===== src/rtl/mips_pkg.sv =====
// mips_pkg: shared fetch-stage defaults and the fetch queue entry type.
//   RESET_PC_DEF  : default PC fetched first after reset
//   IM_AW_DEF     : default instruction-memory word-address width
//   fetch_entry_t : {instr, pc} as buffered between fetch and decode
package mips_pkg;
    localparam logic [31:0] RESET_PC_DEF = 32'h0000_0000;
    localparam int IM_AW_DEF = 7;
    typedef struct packed {
        logic [31:0] instr;
        logic [31:0] pc;
    } fetch_entry_t;
endpackage


===== src/rtl/fetch_fifo.sv =====
// fetch_fifo: 2-entry synchronous FIFO of fetch entries; flush beats push and pop.
//   clk, reset : clock and synchronous active-high reset
//   push, din  : enqueue din (ignored when full)
//   pop        : dequeue head (ignored when empty)
//   flush      : drop all entries
//   count      : number of stored entries, 0..2
//   head       : oldest entry
import mips_pkg::*;

module fetch_fifo (
    input  logic         clk,
    input  logic         reset,
    input  logic         push,
    input  logic         pop,
    input  logic         flush,
    input  fetch_entry_t din,
    output logic [1:0]   count,
    output fetch_entry_t head
);
    fetch_entry_t mem [2];
    logic rd_ptr, wr_ptr, do_push, do_pop;

    assign do_pop  = pop && count != 2'd0;
    assign do_push = push && count != 2'd2;
    assign head    = mem[rd_ptr];

    always_ff @(posedge clk) begin
        if (reset) begin
            count  <= '0;
            rd_ptr <= 1'b0;
            wr_ptr <= 1'b0;
            mem[0] <= '0;
            mem[1] <= '0;
        end else if (flush) begin
            count  <= '0;
            rd_ptr <= 1'b0;
            wr_ptr <= 1'b0;
        end else begin
            if (do_push) begin
                mem[wr_ptr] <= din;
                wr_ptr      <= ~wr_ptr;
            end
            if (do_pop) rd_ptr <= ~rd_ptr;
            count <= count + {1'b0, do_push} - {1'b0, do_pop};
        end
    end
endmodule


===== src/rtl/fetch_stage.sv =====
// fetch_stage: PC owner and instruction fetch front end feeding decode.
//   clk, reset              : clock and synchronous active-high reset
//   redirect, redirect_addr : flush and restart fetch at redirect_addr (word aligned)
//   imem_addr, imem_data    : synchronous instruction memory, data one cycle after address
//   out_valid, out_ready    : valid/ready handshake towards decode
//   out_instr, out_pc, out_pc4 : head entry, its PC and PC+4 (zero while empty)
import mips_pkg::*;

module fetch_stage #(
    parameter logic [31:0] RESET_PC = RESET_PC_DEF,
    parameter int          IM_AW    = IM_AW_DEF
) (
    input  logic             clk,
    input  logic             reset,
    input  logic             redirect,
    input  logic [31:0]      redirect_addr,
    output logic [IM_AW-1:0] imem_addr,
    input  logic [31:0]      imem_data,
    output logic             out_valid,
    input  logic             out_ready,
    output logic [31:0]      out_instr,
    output logic [31:0]      out_pc,
    output logic [31:0]      out_pc4
);
    logic [31:0]  pc, inflight_pc;
    logic         inflight, pop, push, issue;
    logic [1:0]   count;
    logic [2:0]   occupancy;
    fetch_entry_t head;

    assign pop       = out_valid && out_ready;
    assign push      = inflight && !redirect;
    // Credits: buffered entries plus the read in flight, minus the one leaving now.
    assign occupancy = {1'b0, count} + {2'b0, inflight} - {2'b0, pop};
    assign issue     = !redirect && occupancy < 3'd2;
    assign imem_addr = reset ? RESET_PC[IM_AW+1:2] : pc[IM_AW+1:2];

    assign out_valid = count != 2'd0;
    assign out_instr = out_valid ? head.instr : '0;
    assign out_pc    = out_valid ? head.pc : '0;
    assign out_pc4   = out_valid ? head.pc + 32'd4 : '0;

    fetch_fifo u_fifo (
        .clk   (clk),
        .reset (reset),
        .push  (push),
        .pop   (pop),
        .flush (redirect),
        .din   ('{instr: imem_data, pc: inflight_pc}),
        .count (count),
        .head  (head)
    );

    always_ff @(posedge clk) begin
        if (reset) begin
            pc          <= RESET_PC;
            inflight    <= 1'b0;
            inflight_pc <= '0;
        end else if (redirect) begin
            pc       <= redirect_addr & ~32'h3;
            inflight <= 1'b0;
        end else begin
            inflight <= issue;
            if (issue) begin
                inflight_pc <= pc;
                pc          <= pc + 32'd4;
            end
        end
    end

    overflow_a: assert property (@(posedge clk) disable iff (reset) push |-> count != 2'd2);
endmodule

===== config.mk =====
export PLATFORM = sky130hd
export DESIGN_NAME = fetch_stage
export DESIGN_NICKNAME = d
export VERILOG_FILES = /design/src/rtl/mips_pkg.sv /design/src/rtl/fetch_fifo.sv /design/src/rtl/fetch_stage.sv
export SDC_FILE = /design/constraint.sdc
export NUM_CORES = 1
export LEC_CHECK = 0
export ABC_AREA = 1
export BUFFER_PORTS_ARGS = -buffer_cell sky130_fd_sc_hd__buf_2
export CAP_MARGIN = 10
export CORE_MARGIN = 2
export CORE_UTILIZATION = 40
export CTS_CLUSTER_DIAMETER = 80
export DETAILED_ROUTE_END_ITERATION = 6
export HOLD_SLACK_MARGIN = 0.1
export PLACE_DENSITY_LB_ADDON = 0.05
export SLEW_MARGIN = 20
export SYNTH_ARGS = -nofsm -noshare
export SYNTH_HDL_FRONTEND = slang
export SYNTH_SLANG_ARGS = --single-unit

===== constraint.sdc =====
create_clock -name clk -period 8.5 [get_ports clk]
set_input_delay 0.425 -clock clk [delete_from_list [all_inputs] [get_ports clk]]
set_output_delay 0.425 -clock clk [all_outputs]
set_load 0.1 [all_outputs]

==> flow_summary.json <==
{
  "yosysTopAreaCellShare": 0.3648,
  "ys_ff_latch": 190,
  "final_antenna_net_count": 0,
  "dp_slack_ns": 3.218,
  "slew_headroom": 0.3907,
  "stdcell_area_mm2": 0.01180,
  "hold_depth": 3,
  "synth-warning-count": 0,
  "wl_um": 26340,
  "synth_edf_count": 124,
  "path_max_fanout": 78,
  "antenna_found_initial": 0,
  "drtPass1Iterations": 5,
  "vias": 8683,
  "worstPathRequired_ns": 8.82,
  "synth_common_cells": "374 x nand2_1, 285 x nor2_1, 206 x inv_1",
  "antenna_cells": 0,
  "grt_pass1_vias": 7859,
  "critPathLaunchType": "flop",
  "hold_path_class": "in2reg",
  "grt_pass1_wl_um": 41430,
  "ir_drop_v": 0.0001225,
  "drt_iter0_markers": 566,
  "ys_seq_area_frac": 0.4942,
  "status": "finished, final reports clean",
  "clkTransAtPathRegs_ns": 0.08,
  "yosysTopAreaCell": "edfxtp_1",
  "arrival_ns": 5.54,
  "holdBufCountCts": 0,
  "dieArea_mm2": 0.02681,
  "cts_buffers": 17,
  "synth.most_common_cell": "nand2_1",
  "cts_tree": "built",
  "reg2reg_slack_ns": 3.28,
  "initial_core_util": 0.4065,
  "seq_area_mm2": 0.005046,
  "synth_async_sr_flop_share": 0,
  "die_h_um": 163.7,
  "nFillCells": 2655,
  "timing.final.crit_share": 0.6137,
  "slew_violations": 0,
  "critPathKind": "reg2reg",
  "grt_max_degree": 79,
  "finalSetupViolCount": 0,
  "dpl_cell_area_mm2": 0.01122,
  "syn_area_per_cell_um2": 7.343,
  "grtUsageMet2": 0.3209,
  "postCtsSetupBuffers": 0,
  "finalHoldViolCount": 0,
  "netlist_instances": 1390,
  "cts_resized": 0,
  "num_io_pins": 172,
  "timing.fmax_mhz": 191.7,
  "num-nets-final": 1598,
  "yosysUniqueCellTypes": 41,
  "netlist_area_mm2": 0.01021,
  "grt.busiest_layer": "met2",
  "ys_top_cells_by_area": "edfxtp_1 36%, nand2_1 14%, dfxtp_1 13%, nor2_1 10%, inv_1 7.6%",
  "gr-usage-met1": 0.2794,
  "dp_hpwl_um": 17610,
  "drc": 0,
  "gp_congestion": 0.8896,
  "synthToLayoutAreaGrowth_pct": 15.56,
  "via_per_inst": 4.651,
  "multiInputGateArea_mm2": 0.004088,
  "rows": 58,
  "final.min_clock_period_ns": 5.216,
  "reg2reg_depth": 15,
  "fin_tns_setup_ns": 0,
  "finalWorstSetupSlack_ns": 3.284,
  "die_w_um": 163.7,
  "portBuffers": 165,
  "drive_gt1_frac": 0.1568,
  "p_leak_nw": 5.490,
  "core_mm2": 0.02511,
  "rsz0062_at_grt": "false",
  "track_usage": 0.1984,
  "endpoint_kind": "flop",
  "worst_slew_pin_slew_ns": 0.9140,
  "fin_skew_ns": 0.01427,
  "met3_usage": 0.02677,
  "clock_sinks": 190,
  "clock_latency_ns": 0.43,
  "power.density_mw_per_mm2": 181.9,
  "wl_per_cell_um": 14.11,
  "ys.flop_type": "edfxtp_1",
  "clk_path_buf_depth": 2,
  "gr-total-overflow": 0,
  "maxCapViolCount": 0,
  "root_buffer": "clkbuf_16",
  "htreeDepth": 4
}
## worst max-delay path, stage by stage, from the launching register on
cell	delay, ns
dfxtp_1	0.36
nor2_4	0.11
buf_4	0.68
inv_1	0.51
nand2_1	0.18
inv_1	0.10
ha_1	0.29
inv_1	0.09
nand2_1	0.08
fa_1	0.49
a21boi_2	0.23
nand3_2	0.62
inv_2	0.91
nand3b_1	0.18
o21ai_0	0.20
a21oi_1	0.06
## worst paths after layout
path,from,to
worst max register to register,u_fifo.count[1],pc[9]
worst min register to register,u_fifo.rd_ptr,u_fifo.rd_ptr
worst min-delay path,redirect_addr[3],pc[3]
worst max-delay path,u_fifo.count[1],pc[9]
## per-stage QoR
step	util	hold WS [ns]	power, mW	instances
2_1_floorplan	-	0.4256	1.301	1393
3_3_place_gp	0.4468	0.4396	1.375	1835
3_5_place_dp	0.4468	0.4438	1.377	1835
4_1_cts	0.4698	0.2343	2.166	1867
5_1_grt	0.4698	0.2464	2.230	1867
6_report	0.4698	0.2527	2.146	1867
## report_power, final
part / switching, mW / internal (mW)
sequential: 0.0270 / 1.03
combinational: 0.232 / 0.0636
clock: 0.374 / 0.417
## layer usage
metal,vias to the layer above,wire [um]
li1,4601,-
met1,3861,12590
met2,199,12150
met3,22,1237
met4,0,358
met5,-,0
## cell usage in the layout, fill, tap and decap left out, drive strengths merged, types with 2 or more instances in the layout
| cell type | synthesis | layout |
|---|---|---|
| ha | 5 | 5 |
| nand2 | 390 | 390 |
| o21ai | 59 | 59 |
| nor2 | 293 | 293 |
| buf | 30 | 172 |
| clkbuf | 30 | 18 |
| dfxtp | 66 | 66 |
| a31oi | 7 | 7 |
| conb | 1 | 4 |
| inv | 209 | 218 |
| o22ai | 2 | 2 |
| nand3b | 9 | 9 |
| nand4 | 13 | 13 |
| a211oi | 4 | 4 |
| clkinv | 1 | 3 |
| nand3 | 59 | 59 |
| a21oi | 64 | 64 |
| edfxtp | 124 | 124 |
| xor2 | 8 | 8 |
| nor3 | 9 | 9 |
| clkinvlp | 0 | 2 |
## kinds of logic after synthesis
kind of cell,count (synthesis),share of synthesized area
flip-flops,190,0.4942
adder cells (fa/ha/maj),6,0.008090
AND/OR/NAND/NOR,774,0.3083
XOR/XNOR,9,0.007723
other,1,0.0003674
buffers and inverters,270,0.1086
multiplexers,1,0.0009807
AO/OA/AOI/OAI,139,0.07171
## area by class of cell
type                            count  share of cell area
Inverter                          210             0.06725
Sequential cell                   190              0.4278
Multi-Input combinational cell    933              0.3466
Clock buffer                       18             0.03638
Clock inverter                     14             0.01252
Tap cell                          330             0.03501
Timing Repair Buffer              172             0.07447
## sequential cells by signal, indices dropped and copies added, names as in the netlist, named ones only
signal         count
inflight           1
pc                30
u_fifo.rd_ptr      1
u_fifo.count       2
u_fifo.wr_ptr      1
u_fifo.mem       124
inflight_pc       30
(Power assumes the default switching activity.)
